## config.mk

```make
export PLATFORM = sky130hd
export DESIGN_NAME = spi_byte_capture_flat
export DESIGN_NICKNAME = d
export VERILOG_FILES = /design/src/rtl/spi_byte_capture_pkg.sv /design/src/rtl/spi_byte_capture_if.sv /design/src/rtl/spi_byte_capture_sync_edge_detect.sv /design/src/rtl/spi_byte_capture.sv /design/src/flat_wrapper.sv
export SDC_FILE = /design/constraint.sdc
export NUM_CORES = 1
export LEC_CHECK = 0
export CAP_MARGIN = 0
export CORE_AREA = 5 5 74 89
export DETAILED_ROUTE_END_ITERATION = 10
export DIE_AREA = 0 0 79 94
export GPL_TIMING_DRIVEN = 0
export SYNTH_ARGS = -nofsm -noshare
export SYNTH_HDL_FRONTEND = slang
export SYNTH_SLANG_ARGS = --single-unit
```

## constraint.sdc

```tcl
create_clock -name sys_clk -period 4 [get_ports sys_clk]
set_clock_uncertainty 0.05 [all_clocks]
set_input_delay 0.4 -clock sys_clk [delete_from_list [all_inputs] [get_ports sys_clk]]
set_output_delay 0.4 -clock sys_clk [all_outputs]
set_load 0.05 [all_outputs]
```

## src/rtl/spi_byte_capture_pkg.sv

```systemverilog
// Shared definitions for the SPI byte capture front end: SPI mode
// encodings, the default word size and the capture FSM state encoding.
package spi_byte_capture_pkg;

    localparam int DEFAULT_DATA_SIZE = 8;

    typedef enum logic [1:0] {
        SPI_MODE_0 = 2'd0,
        SPI_MODE_1 = 2'd1,
        SPI_MODE_2 = 2'd2,
        SPI_MODE_3 = 2'd3
    } spi_mode_t;

    // Downstream MITM logic and injector decode these same values.
    typedef enum logic [1:0] {
        ST_IDLE  = 2'd0,
        ST_SHIFT = 2'd1,
        ST_EMIT  = 2'd2
    } state_t;

    function automatic spi_mode_t spi_mode(input bit cpol, input bit cpha);
        return spi_mode_t'({cpol, cpha});
    endfunction

    // Data is sampled on rising SCLK when CPOL == CPHA, falling otherwise.
    function automatic bit sample_on_rise(input spi_mode_t mode);
        return (mode == SPI_MODE_0) || (mode == SPI_MODE_3);
    endfunction

endpackage

```

## src/rtl/spi_byte_capture_if.sv

```systemverilog
// Tapped SPI lines in, captured words and status strobes out.
interface spi_byte_capture_if
    import spi_byte_capture_pkg::*;
#(
    parameter int DATA_SIZE = DEFAULT_DATA_SIZE
) ();

    logic                 sclk_in;
    logic                 cs_n_in;
    logic                 mosi_in;
    logic                 miso_in;
    logic [DATA_SIZE-1:0] real_mosi_data;
    logic [DATA_SIZE-1:0] real_miso_data;
    logic                 eval;
    logic                 frame_abort;
    logic                 busy;

    modport master (
        output sclk_in, cs_n_in, mosi_in, miso_in,
        input  real_mosi_data, real_miso_data, eval, frame_abort, busy
    );

    modport slave (
        input  sclk_in, cs_n_in, mosi_in, miso_in,
        output real_mosi_data, real_miso_data, eval, frame_abort, busy
    );

endinterface

```

## src/rtl/spi_byte_capture_sync_edge_detect.sv

```systemverilog
// Two-flop synchronizer plus one reference flop; rise/fall are registered
// so a pin edge is reported exactly three clocks after it happens.
module sync_edge_detect (
    input  logic clk,
    input  logic async_in,
    output logic level,
    output logic rise,
    output logic fall
);

    // [1:0] synchronize, [2] is the previous-level reference.
    // Left unreset on purpose: a reset must never fabricate an edge.
    logic [2:0] pipe_reg;
    logic       rise_reg;
    logic       fall_reg;

    always_ff @(posedge clk) begin
        pipe_reg <= {pipe_reg[1:0], async_in};
        rise_reg <= pipe_reg[1] & ~pipe_reg[2];
        fall_reg <= ~pipe_reg[1] & pipe_reg[2];
    end

    assign level = pipe_reg[2];
    assign rise  = rise_reg;
    assign fall  = fall_reg;

endmodule

```

## src/rtl/spi_byte_capture.sv

```systemverilog
// Passive SPI sniffer: deserializes MOSI and MISO words in the sys_clk
// domain and strobes eval for every completed word.
module spi_byte_capture
    import spi_byte_capture_pkg::*;
#(
    parameter int DATA_SIZE = DEFAULT_DATA_SIZE,
    parameter bit CPOL      = 1'b0,
    parameter bit CPHA      = 1'b0,
    parameter bit MSB_FIRST = 1'b1
) (
    input logic              sys_clk,
    input logic              rst,
    spi_byte_capture_if.slave bus
);

    localparam int              CNT_W       = (DATA_SIZE > 1) ? $clog2(DATA_SIZE) : 1;
    localparam logic [CNT_W-1:0] LAST_BIT   = CNT_W'(DATA_SIZE - 1);
    localparam bit              SAMPLE_RISE = sample_on_rise(spi_mode(CPOL, CPHA));

    logic sclk_level, sclk_rise, sclk_fall;
    logic cs_level, cs_rise, cs_fall;
    logic sample_edge;
    logic mosi_s, miso_s;

    sync_edge_detect u_sclk_sync (
        .clk      (sys_clk),
        .async_in (bus.sclk_in),
        .level    (sclk_level),
        .rise     (sclk_rise),
        .fall     (sclk_fall)
    );

    sync_edge_detect u_cs_sync (
        .clk      (sys_clk),
        .async_in (bus.cs_n_in),
        .level    (cs_level),
        .rise     (cs_rise),
        .fall     (cs_fall)
    );

    // Data lines get the same three-flop depth so they line up with the
    // registered SCLK edge strobe.
    logic [1:0] data_pin;
    logic [1:0] data_sync;
    assign data_pin = {bus.miso_in, bus.mosi_in};

    for (genvar gi = 0; gi < 2; gi++) begin : g_data_sync
        logic [2:0] pipe_reg;
        always_ff @(posedge sys_clk) begin
            pipe_reg <= {pipe_reg[1:0], data_pin[gi]};
        end
        assign data_sync[gi] = pipe_reg[2];
    end

    assign mosi_s = data_sync[0];
    assign miso_s = data_sync[1];

    // An edge that leaves SCLK at the sampling level is a sample edge.
    assign sample_edge = (sclk_rise | sclk_fall) && (sclk_level == SAMPLE_RISE);

    function automatic logic [DATA_SIZE-1:0] shift_in(input logic [DATA_SIZE-1:0] word,
                                                      input logic din);
        if (MSB_FIRST) begin
            return {word[DATA_SIZE-2:0], din};
        end
        return {din, word[DATA_SIZE-1:1]};
    endfunction

    state_t               state_reg;
    logic [CNT_W-1:0]     cnt_reg;
    logic [DATA_SIZE-1:0] mosi_sr_reg;
    logic [DATA_SIZE-1:0] miso_sr_reg;
    logic [DATA_SIZE-1:0] mosi_out_reg;
    logic [DATA_SIZE-1:0] miso_out_reg;
    logic                 eval_reg;
    logic                 abort_reg;
    logic                 busy_reg;

    always_ff @(posedge sys_clk) begin
        if (rst) begin
            state_reg    <= ST_IDLE;
            cnt_reg      <= '0;
            mosi_sr_reg  <= '0;
            miso_sr_reg  <= '0;
            mosi_out_reg <= '0;
            miso_out_reg <= '0;
            eval_reg     <= 1'b0;
            abort_reg    <= 1'b0;
            busy_reg     <= 1'b0;
        end else begin
            eval_reg  <= 1'b0;
            abort_reg <= 1'b0;
            case (state_reg)
                ST_IDLE: begin
                    // Only a real falling edge opens a frame, so a reset in
                    // the middle of a frame waits for the next one.
                    if (cs_fall) begin
                        state_reg <= ST_SHIFT;
                        cnt_reg   <= '0;
                        busy_reg  <= 1'b1;
                    end
                end
                ST_SHIFT: begin
                    if (cs_rise) begin
                        abort_reg <= (cnt_reg != '0);
                        cnt_reg   <= '0;
                        busy_reg  <= 1'b0;
                        state_reg <= ST_IDLE;
                    end else if (sample_edge) begin
                        mosi_sr_reg <= shift_in(mosi_sr_reg, mosi_s);
                        miso_sr_reg <= shift_in(miso_sr_reg, miso_s);
                        if (cnt_reg == LAST_BIT) begin
                            mosi_out_reg <= shift_in(mosi_sr_reg, mosi_s);
                            miso_out_reg <= shift_in(miso_sr_reg, miso_s);
                            eval_reg     <= 1'b1;
                            cnt_reg      <= '0;
                            state_reg    <= ST_EMIT;
                        end else begin
                            cnt_reg <= cnt_reg + CNT_W'(1);
                        end
                    end
                end
                ST_EMIT: begin
                    if (cs_level) begin
                        busy_reg  <= 1'b0;
                        state_reg <= ST_IDLE;
                    end else begin
                        state_reg <= ST_SHIFT;
                        if (sample_edge) begin
                            mosi_sr_reg <= shift_in(mosi_sr_reg, mosi_s);
                            miso_sr_reg <= shift_in(miso_sr_reg, miso_s);
                            cnt_reg     <= CNT_W'(1);
                        end
                    end
                end
                default: begin
                    state_reg <= ST_IDLE;
                    busy_reg  <= 1'b0;
                end
            endcase
        end
    end

    assign bus.real_mosi_data = mosi_out_reg;
    assign bus.real_miso_data = miso_out_reg;
    assign bus.eval           = eval_reg;
    assign bus.frame_abort    = abort_reg;
    assign bus.busy           = busy_reg;

endmodule

```

## src/flat_wrapper.sv

```systemverilog
// flat-port wrapper written by rule: the top's interface ports become plain ports
module spi_byte_capture_flat import spi_byte_capture_pkg::*;
#(
    parameter int DATA_SIZE = DEFAULT_DATA_SIZE,
    parameter bit CPOL      = 1'b0,
    parameter bit CPHA      = 1'b0,
    parameter bit MSB_FIRST = 1'b1
)
  (sys_clk, rst, bus_sclk_in, bus_cs_n_in, bus_mosi_in, bus_miso_in, bus_real_mosi_data, bus_real_miso_data, bus_eval, bus_frame_abort, bus_busy);
  spi_byte_capture_if #(.DATA_SIZE(DATA_SIZE)) bus_i ();
  input logic sys_clk;
  input logic rst;
  input wire logic [$bits(bus_i.sclk_in)-1:0] bus_sclk_in;
  input wire logic [$bits(bus_i.cs_n_in)-1:0] bus_cs_n_in;
  input wire logic [$bits(bus_i.mosi_in)-1:0] bus_mosi_in;
  input wire logic [$bits(bus_i.miso_in)-1:0] bus_miso_in;
  output wire logic [$bits(bus_i.real_mosi_data)-1:0] bus_real_mosi_data;
  output wire logic [$bits(bus_i.real_miso_data)-1:0] bus_real_miso_data;
  output wire logic [$bits(bus_i.eval)-1:0] bus_eval;
  output wire logic [$bits(bus_i.frame_abort)-1:0] bus_frame_abort;
  output wire logic [$bits(bus_i.busy)-1:0] bus_busy;
  assign bus_i.sclk_in = bus_sclk_in;
  assign bus_i.cs_n_in = bus_cs_n_in;
  assign bus_i.mosi_in = bus_mosi_in;
  assign bus_i.miso_in = bus_miso_in;
  assign bus_real_mosi_data = bus_i.real_mosi_data;
  assign bus_real_miso_data = bus_i.real_miso_data;
  assign bus_eval = bus_i.eval;
  assign bus_frame_abort = bus_i.frame_abort;
  assign bus_busy = bus_i.busy;
  spi_byte_capture #(.DATA_SIZE(DATA_SIZE), .CPOL(CPOL), .CPHA(CPHA), .MSB_FIRST(MSB_FIRST)) u_core (.sys_clk(sys_clk), .rst(rst), .bus(bus_i));
endmodule
```

==> summary.md, run 1 <==
| Metric | Value |
|---|---|
| Sink Count | 54 |
| Syn nets | ~210 |
| Fin crit share | 47.9% |
| Post-synth top area share | between 50% and 60% |
| Setup Crit Path Kind | flop to output pin |
| DR vias/cell | around 4.6 |
| Ys Warns | 0 |
| Wirelength, routed | ~3300 um |
| Kind of cell adding the most delay to the critical path | buffers and inverters |
| Seq/Total Area, Yosys | between 50 and 60% |
| Pint | 0.747 mW |
| Vias in the first global route | approximately 1,300 |
| Power, Total | 0.972 mW |
| Crit-path max FO | 2 |
| Crit path time final | around 1.9 ns |
| Syn avg cell area | just under 10 um^2 |
| Iteration-0 DRC Markers | 62 |
| Critical Path Start Type | flop |
| Top cells by area, synth | dfxtp_1 (57%), mux2i_1 (8.4%), nand2_1 (7.3%) |
| Endpoints failing setup | 0 |
| Post-cts resize count | 0 |
| Skew-Pair Late Insertion Delay | roughly 0.3 ns |
| Final Hold Vio Count | 0 |
| MaxCap Viol Count | 0 |
| Total gr overflow | 0 |
| DR WL/cell | 11.3 um |
| Die Width | 79 um |
| Tightest Pin Transition | a little over 0.5 ns |
| CP max stage cell | clkdlybuf4s50_1 |
| Netlist area before placement | approximately 1900 um^2 |
| P_leak | ~0.96 nW |
| R2R Path Start | u_core.state_reg[1] |
| Unrepaired setup endpoints after global routing | false |
| H-tree depth | 2 |
| Reg2reg end | u_core.miso_sr_reg[4] |
| Clock power frac | about 34% |
| Initial antenna violation count | 0 |
| Global-route wire length before repair | roughly 5800 um |
| Cells after Synth | approximately 200 |
| Synthesis-stage register bit count | 54 |
| Gr usage total | under 10% |
| Vias | roughly 1,300 |
| Max-slew headroom | around 66% |
| Area after DPL | 2220 um^2 |
| Filler instances | approximately 570 |
| Layout cell share with drive strength beyond 1 | under 10% |
| Top-count cell post-synth | dfxtp_1 |
| Hold path startpoint | u_core.u_sclk_sync.pipe_reg[0] |
| Worst hold path class | flop to flop |
| FP Rows | 30 |
| Post-Layout Inst Area | approximately 2300 um^2 |
| R2R depth | 8 |
| Final slew viol count | 0 |
| Crit-path cells | clkdlybuf4s50_1 |
| Placer congestion estimate | a little under 0.8 |
| Initial Utilization | between 30% and 40% |
| CTS tree | yes |
| Post-synth top cells | dfxtp_1 (54), nand2_1 (37), nor2_1 (20) |
| Largest stage delay, worst path | between 0.8 and 0.9 ns |
| Clk buf depth | 2 |
| Max Clk Rate | roughly 520 MHz |
| Die Ht | between 90 and 100 um |
| IO Pins | 25 |
| Peak supply drop | about 0.00019 V |
| Nets | around 240 |
| R2R Setup Slk | 2.18 ns |
| Buf+Inv Stages, Crit Path | 1 |
| Hold Path Stages | 0 |
| DRT Pass-1 Iters | 4 |
| Post-layout util | approximately two fifths |
| Largest net degree at the start of global routing | 17 |
| Main synth FF type | dfxtp_1 |
| Port Buffer Count | 23 |
| Worst EP arrival | 1.46 ns |
| Buffer count from post-CTS setup fixing | 0 |
| Hold path endpoint | u_core.u_sclk_sync.pipe_reg[1] |
| Reg clk slew, reported paths | ~0.09 ns |
| Post-synth ARST share | 0% |
| Status | complete, no violations |
| Setup crit end kind | output pin |
| Setup_tns | 0 ns |
| Yosys top cell by area | dfxtp_1 |
| Hold-fix buffer count after cts | 0 |
| Final HPWL DP | between 2000 and 2500 um |
| Ant diodes | 0 |
| Area Growth Syn to Fin | 21.8% |
| Routed Antenna Nets | 0 |
| Power per cell area | approximately 420 nW/um^2 |
| CTS Root Cell | clkbuf_8 |
| Core ar. | approximately 5600 um^2 |
| DR DRC count | 0 |
| Sw frac | between 20% and 30% |
| Combinational fraction of design power | 8.8% |
| CTS Buf Count | 5 |
| EDFF count, synth | 0 |
| Sw Pwr | ~0.23 mW |
| Die ar. | roughly 7400 um^2 |
| Netlist cell types | 24 |
| Crit path required time | 3.55 ns |
| Register share of total power | approximately 58% |
[per-layer routing]
metal  GRT usage [%]  routed length (um)  up-vias
li1                -                   -      699
met1            11.4                1540      602
met2            16.6                1540       19
met3            3.26                 132        7
met4            4.58                  69        0
met5               0                   0        -
[stage by stage]
step	instances	worst slack [ns]	hold WS, ns
3_5_place_dp	283	2.15	0.262
6_report	291	2.09	0.284
3_3_place_gp	283	2.16	0.260
4_1_cts	291	2.07	0.284
2_1_floorplan	196	2.31	0.260
5_1_grt	291	1.98	0.299
[worst max-delay path by stage]
stage | end | cells past startpoint | slack, ns | startpoint
final | bus_real_miso_data[1] | 1 | 2.09 | u_core.bus.real_miso_data[1]
after global routing | u_core.bus.real_mosi_data[2] | 8 | 1.98 | u_core.cnt_reg[0]
after CTS | bus_real_miso_data[1] | 1 | 2.07 | u_core.bus.real_miso_data[1]
after detailed placement | u_core.bus.real_mosi_data[4] | 7 | 2.15 | u_core.cnt_reg[0]
after global placement | u_core.bus.real_mosi_data[3] | 8 | 2.16 | u_core.cnt_reg[0]
after floorplan | u_core.mosi_sr_reg[4] | 8 | 2.31 | u_core.state_reg[1]
[power groups by stage]
stage	logic [mW]	registers (mW)	clock network (mW)
4_1_cts	0.0861	0.560	0.343
3_5_place_dp	0.0854	0.573	0
6_report	0.0855	0.560	0.327
5_1_grt	0.0957	0.562	0.362
3_3_place_gp	0.0857	0.572	0
2_1_floorplan	0.0606	0.575	0
[final cells by class]
type                       count  area [um^2]  share of cell area [%]
sequential                    54         1080                    46.6
multi-input combinational    128          744                    32.1
timing repair buffer          23          230                    9.92
clock buffer                   7         96.3                    4.15
tap                           64         80.1                    3.45
buffer                         9         61.3                    2.64
inverter                       5         18.8                   0.809
clock inverter                 1         8.76                   0.377
[logic make-up after synthesis]
| family | after synthesis | share of synthesized area [%] |
|---|---|---|
| muxes | 16 | 8.40 |
| DFF | 54 | 56.7 |
| buffers and inverters | 14 | 4.20 |
| and+or+nand+nor | 76 | 17.3 |
| adders and majority gates | 7 | 4.60 |
| AOI/OAI and AO/OA | 29 | 8.80 |
[layout by cell type (no fill, tap or decap), drive strengths merged, types with 2 or more instances in the layout]
cell type      count
inv                5
nand2             37
buf                5
clkdlybuf4s50     23
clkbuf            11
mux2i             16
nor2b              8
a21oi             19
nand2b             3
nor3               5
o211ai             2
o21ai              4
nor2              20
dfxtp             54
ha                 7
(Power assumes the default switching activity.)
==> run 2, diff against run 1 <==
==> constraint.sdc (replaced) <==
create_clock -name sys_clk -period 1.8 [get_ports sys_clk]
set_clock_uncertainty 0.05 [all_clocks]
set_input_delay 0.18 -clock sys_clk [delete_from_list [all_inputs] [get_ports sys_clk]]
set_output_delay 0.18 -clock sys_clk [all_outputs]
set_load 0.05 [all_outputs]
==> run 2 against run 1 <==
  * Global-route usage down 0.060 points
  * Design area up 1.9%
  * Worst setup slack worse by 2.0 ns
  * Register-to-register slack worse by 2.1 ns
  * First-iteration DRC count down 6.5%
  * Via count up 0.53%
  * Critical path type unchanged
  * Combinational power up 150%
  * Core utilization up 0.78 points
==> summary.md, run 2 (same netlist as run 1, synthesis figures left out) <==
| Metric | Value |
|---|---|
| Status | complete, no violations |
| Fin crit share | a little over nine tenths |
| Ant diodes | 0 (unchanged) |
| CP startpoint | u_core.bus.real_miso_data[1] |
| H-tree depth | 2 (unchanged) |
| Largest net degree at the start of global routing | 17 (unchanged) |
| Skew-Pair Late Insertion Delay | 0.30 ns (about the same) |
| Final HPWL DP | 2350 um (unchanged) |
| Area after DPL | 2220 um^2 (unchanged) |
| Commonest cells after routing, fill and taps aside | dfxtp_1 (52), nand2_1 (36), clkdlybuf4s50_1 (23), nor2_1 (20), a21oi_1 (19) |
| Crit-path max FO | 2 (unchanged) |
| Max Clk Rate | ~590 MHz |
| Clk buf depth | 2 (unchanged) |
| Top Usage Layer GRT | met2 |
| Hold path endpoint | u_core.g_data_sync[0].pipe_reg[0] |
| GR Layer Usage met1 | 11.3% (-0.12 points) |
| Most common cell after layout, fill and taps aside | dfxtp_1 |
| Setup crit end kind | output pin |
| Layout cell share with drive strength beyond 1 | 9.29% (+3.1 points) |
| Critical Path Start Type | flop |
| Unrepaired setup endpoints after global routing | false |
| Buf+Inv Stages, Crit Path | 1 (unchanged) |
| Area Growth Syn to Fin | 24.1% |
| Global-route wire length before repair | 5740 um (-0.49%) |
| Sink Count | 54 (unchanged) |
| WHS | 0.262 ns (-0.0220 ns) |
| DR vias/cell | 4.60 (+0.87%) |
| Reg2reg end | u_core.miso_sr_reg[4] |
| Peak supply drop | 0.000425 V (+130%) |
| Wirelength, routed | 3310 um (+0.98%) |
| Crit path required time | 1.57 ns (-1.98 ns) |
| FP Rows | 30 (unchanged) |
| Core ar. | 5590 um^2 (unchanged) |
| Endpoints failing setup | 0 (unchanged) |
| R2R Path Start | u_core.state_reg[1] |
| Met2 Use GR | 16.6% (-0.070 points) |
| Worst EP arrival | 1.46 ns (about the same) |
| Setup Crit Path Kind | flop to output pin |
| Reg clk slew, reported paths | 0.10 ns (about the same) |
| Met3 global-route usage | 3.26% (unchanged) |
| R2R depth | 8 (unchanged) |
| Hold path startpoint | bus_mosi_in |
| DR DRC count | 0 (unchanged) |
| Total gr overflow | 0 (unchanged) |
| Post-Layout Inst Area | 2360 um^2 (+1.9%) |
| P_leak | 0.965 nW (+0.38%) |
| IO Pins | 25 (unchanged) |
| Crit-path cells | clkdlybuf4s50_1 |
| Port Buffer Count | 23 (unchanged) |
| MaxCap Viol Count | 0 (unchanged) |
| Die Width | 79 um (unchanged) |
| CTS Root Cell | clkbuf_8 |
| CTS tree | yes |
| CP max stage cell | clkdlybuf4s50_1 |
| Largest stage delay, worst path | 0.81 ns (about the same) |
| DRT Pass-1 Iters | 4 (unchanged) |
| CTS Buf Count | 5 (unchanged) |
| Placer congestion estimate | 0.792 (unchanged) |
| Initial Utilization | 34.1% (unchanged) |
| Die Ht | 94 um (unchanged) |
| Power per cell area | 925 nW/um^2 (+120%) |
| Tightest Pin Transition | 0.510 ns (-0.000541 ns) |
| DR WL/cell | 11.4 um (+1.3%) |
| Die ar. | 7430 um^2 (unchanged) |
| Routed Antenna Nets | 0 (unchanged) |
| Vias in the first global route | 1,283 (-0.62%) |
| Iteration-0 DRC Markers | 58 (-6.5%) |
| Power, Total | 2.19 mW (+130%) |
| Post-layout util | 42.3% (+0.78 points) |
| Initial antenna violation count | 0 (unchanged) |
| Vias | 1,334 (+0.53%) |
| R2R Setup Slk | 0.12 ns (-2.06 ns) |
| Kind of cell adding the most delay to the critical path | buffers and inverters |
| Crit path time final | 1.69 ns |
| Nets | 238 (-0.42%) |
| Gr usage total | 9.88% (-0.060 points) |
| Final Hold Vio Count | 0 (unchanged) |
| Max-slew headroom | 66.0% (about the same) |
| Worst hold path class | input port to flop |
| Final slew viol count | 0 (unchanged) |
| Hold Path Stages | 1 (+1) |
==> run 2: cell type report <==
type                       instances  area [um^2]
buffer                             7         57.6
clock buffer                       7         96.3
clock inverter                     1         8.76
fill                             558         3230
inverter                           5         18.8
multi-input combinational        128          779
sequential                        54         1090
tap                               64         80.1
timing repair buffer              24          238
==> run 2: per-stage QoR <==
step	std cells	setup WS (ns)	setup TNS, ns
finish	290	0.107	0
global route	290	0.00327	0
CTS	290	0.0198	0
detailed placement	283	-0.0550	-0.393
global placement	283	-0.0398	-0.308
floorplan	196	0.107	0
==> run 2: report_power, final <==
part | total (mW) | switching (mW) | internal, mW
logic | 0.212 | 0.117 | 0.0952
registers | 1.25 | 0.0237 | 1.22
clock network | 0.728 | 0.375 | 0.353
total | 2.19 | 0.516 | 1.67
==> run 2: worst max path at each step <==
stage	to	slack, ns	cells after the start
CTS	u_core.miso_sr_reg[4]	0.02	7
global placement	u_core.bus.real_mosi_data[3]	-0.04	8
global route	u_core.miso_sr_reg[2]	0.003	8
finish	bus_real_miso_data[1]	0.11	1
floorplan	u_core.mosi_sr_reg[4]	0.11	8
detailed placement	u_core.bus.real_mosi_data[4]	-0.05	7
==> run 2: timing repair <==
item / 4_1_cts / 5_1_grt
endpoints found under the setup margin: 16 / 26
buffers inserted: 0 / 1
hold buffers: 0 / 0
gates resized for setup: 2 / 12
pin swaps: 0 / 1
==> run 2: metal layers <==
layer,part of all wire [%],up-vias,routed length (um)
met3,4.2,7,139
li1,-,697,-
met1,45,609,1500
met2,48,21,1600
met4,2.1,0,69
met5,0,-,0
==> run 3, diff against run 2 <==
==> constraint.sdc (replaced) <==
create_clock -name sys_clk -period 1.4 [get_ports sys_clk]
set_clock_uncertainty 0.05 [all_clocks]
set_input_delay 0.14 -clock sys_clk [delete_from_list [all_inputs] [get_ports sys_clk]]
set_output_delay 0.14 -clock sys_clk [all_outputs]
set_load 0.05 [all_outputs]
==> run 3 against run 2 <==
  * The flow now finishes with violations (negative setup slack)
  * Sequential share of layout area shrank 7.8 points
  * Via count grew 11%
  * Final cell count grew 6.6%
  * Clock power grew 39%
  * Routed wire length grew 23%
  * Flip-flop and latch count is the same
  * Die area is the same
  * Sequential power grew 29%
  * Largest power group unchanged
==> summary.md, run 3 (same netlist as run 1, synthesis figures left out) <==
| Metric | Value |
|---|---|
| Final HPWL DP | 2380 um (+1.5%) |
| Critical Path Start Type | flop |
| Post-layout util | 51.1% (+8.9 points) |
| Layout cell share with drive strength beyond 1 | 35.5% (+26 points) |
| MaxCap Viol Count | 0 (unchanged) |
| Filler instances | 480 (-14%) |
| Gr usage total | 10.8% (+0.90 points) |
| CTS Root Cell | clkbuf_8 |
| Vias | 1,480 (+11%) |
| R2R Setup Slk | -0.27 ns (-0.39 ns) |
| Die ar. | 7430 um^2 (unchanged) |
| Reg clk slew, reported paths | 0.09 ns (about the same) |
| Reg2reg end | u_core.mosi_sr_reg[4] |
| Power, Total | 3.07 mW (+40%) |
| Final std cells w/o fill | 309 (+6.6%) |
| Die Ht | 94 um (unchanged) |
| Most common cell after layout, fill and taps aside | dfxtp_1 |
| Combinational fraction of design power | 14.5% (+4.8 points) |
| Max-slew headroom | 51.4% (-15 points) |
| Setup crit end kind | flop |
| Routed Antenna Nets | 0 (unchanged) |
| Area Growth Syn to Fin | 50.1% |
| Sw Pwr | 0.747 mW (+45%) |
| Clk buf depth | 2 (unchanged) |
| Crit path required time | 1.53 ns (-0.04 ns) |
| Register share of total power | 52.5% (-4.6 points) |
| Crit-path max FO | 5 (+3) |
| Die Width | 79 um (unchanged) |
| Unrepaired setup endpoints after global routing | true |
| Buf+Inv Stages, Crit Path | 3 (+2) |
| Hold-fix buffer count after cts | 0 (unchanged) |
| DRT Pass-1 Iters | 4 (unchanged) |
| CP startpoint | u_core.state_reg[1] |
| Max Clk Rate | between 500 and 600 MHz |
| CTS tree | yes |
| Initial antenna violation count | 0 (unchanged) |
| Peak supply drop | 0.00100 V (+140%) |
| DR DRC count | 0 (unchanged) |
| Largest net degree at the start of global routing | 18 (+1) |
| Kind of cell adding the most delay to the critical path | flip-flops |
| Skew-Pair Late Insertion Delay | 0.30 ns (about the same) |
| DR vias/cell | 4.79 (+4.1%) |
| Worst Setup EP | u_core.mosi_sr_reg[4] |
| Worst Slack Setup Final | -0.269 ns (-0.376 ns) |
| Sink Count | 54 (unchanged) |
| CTS Buf Count | 5 (unchanged) |
| Endpoints failing setup | 33 (+33) |
| Largest stage delay, worst path | 0.36 ns (-0.45 ns) |
| Global-route wire length before repair | 6290 um (+9.5%) |
| Placed Cells | 283 (unchanged) |
| Pint | 2.32 mW (+39%) |
| Worst EP arrival | 1.80 ns (+0.34 ns) |
| Final Hold Vio Count | 0 (unchanged) |
| R2R Path Start | u_core.state_reg[1] |
| IO Pins | 25 (unchanged) |
| Placer congestion estimate | 0.810 (+2.3%) |
| CP max stage cell | dfxtp_4 |
| Status | finished, violations left |
| Sw frac | 24.4% (+0.80 points) |
| Ant diodes | 0 (unchanged) |
| DR WL/cell | 13.2 um (+15%) |
| Iteration-0 DRC Markers | 39 (-33%) |
| Fin crit share | 119% |
| Worst hold path class | input port to flop |
| Core ar. | 5590 um^2 (unchanged) |
| Setup Crit Path Kind | flop to flop |
| Failing checks | negative setup slack |
| Tightest Pin Transition | 0.730 ns (+0.219 ns) |
| R2R depth | 8 (unchanged) |
| Total gr overflow | 0 (unchanged) |
| Port Buffer Count | 23 (unchanged) |
| H-tree depth | 2 (unchanged) |
| Initial Utilization | 34.1% (unchanged) |
| FP Rows | 30 (unchanged) |
| P_leak | 1.32 nW (+36%) |
| Clock power frac | 33.0% (-0.3 points) |
| Nets | 258 (+8.4%) |
| Crit-path cells | inv_4 -> ha_4 -> nand2b_4 -> a221o_1 -> buf_6 -> buf_12 -> mux2i_1 -> nor2_1 |
| Commonest cells after routing, fill and taps aside | dfxtp_1 (50), nand2_1 (21), nor2_1 (18), mux2i_1 (16), a21oi_2 (15) |
| Crit path time final | between 1.5 and 2 ns |
| Power per cell area | 1070 nW/um^2 (+16%) |
| CP Depth | 8 (+7) |
| Vias in the first global route | 1,403 (+9.4%) |
| Wirelength, routed | 4070 um (+23%) |
| Final slew viol count | 0 (unchanged) |
-- run 3: worst min-delay path by stage --
stage          cells past startpoint  slack (ns)                                end                         startpoint
2_1_floorplan                      0        0.12  u_core.g_data_sync[0].pipe_reg[0]                        bus_mosi_in
3_3_place_gp                       0        0.26  u_core.g_data_sync[1].pipe_reg[2]  u_core.g_data_sync[1].pipe_reg[1]
3_5_place_dp                       0        0.26  u_core.g_data_sync[1].pipe_reg[2]  u_core.g_data_sync[1].pipe_reg[1]
4_1_cts                            2        0.21       u_core.bus.real_miso_data[1]                                rst
5_1_grt                            1        0.21  u_core.g_data_sync[0].pipe_reg[0]                        bus_mosi_in
6_report                           1        0.22  u_core.g_data_sync[1].pipe_reg[0]                        bus_miso_in
-- run 3: repair_timing --
item,in CTS,in global routing
pin swaps,10,10
setup endpoints to repair,53,47
resized for setup,45,59
endpoints found under the hold margin,0,0
setup buffers,13,6
cloned,2,1
-- run 3: through the flow --
step                      setup WS (ns)  setup TNS [ns]  area [um^2]  hold slack, ns
final                            -0.269           -3.94         2860           0.223
after global routing             -0.372           -6.25         2860           0.206
after CTS                        -0.262           -3.53         2590           0.211
after detailed placement         -0.318           -5.77         2300           0.263
after global placement           -0.302           -5.39         2300           0.260
after floorplan                  -0.196           -2.33         1990           0.118
-- run 3: power by group through the flow --
| stage | Sequential [mW] | Clock [mW] | Combinational [mW] |
|---|---|---|---|
| global placement | 1.64 | 0 | 0.271 |
| global route | 1.62 | 1.12 | 0.470 |
| detailed placement | 1.64 | 0 | 0.271 |
| floorplan | 1.65 | 0 | 0.199 |
| finish | 1.61 | 1.01 | 0.443 |
| CTS | 1.61 | 1.05 | 0.362 |
-- run 3: area by class of cell --
class                      count  area, um^2  area share, %
sequential                    54        1090           38.1
clock buffer                   5        68.8           2.41
inverter                       5        21.3          0.744
buffer                         7        61.3           2.14
clock inverter                 2        38.8           1.36
multi-input combinational    129        1060           37.2
timing repair buffer          43         434           15.2
tap                           64        80.1           2.80
-- run 3: routing by layer --
layer,track usage (%),up-vias,wire (um)
li1,-,744,-
met1,12.8,695,1740
met2,17.8,32,2070
met3,3.26,9,179
met4,4.87,0,77
met5,0,-,0
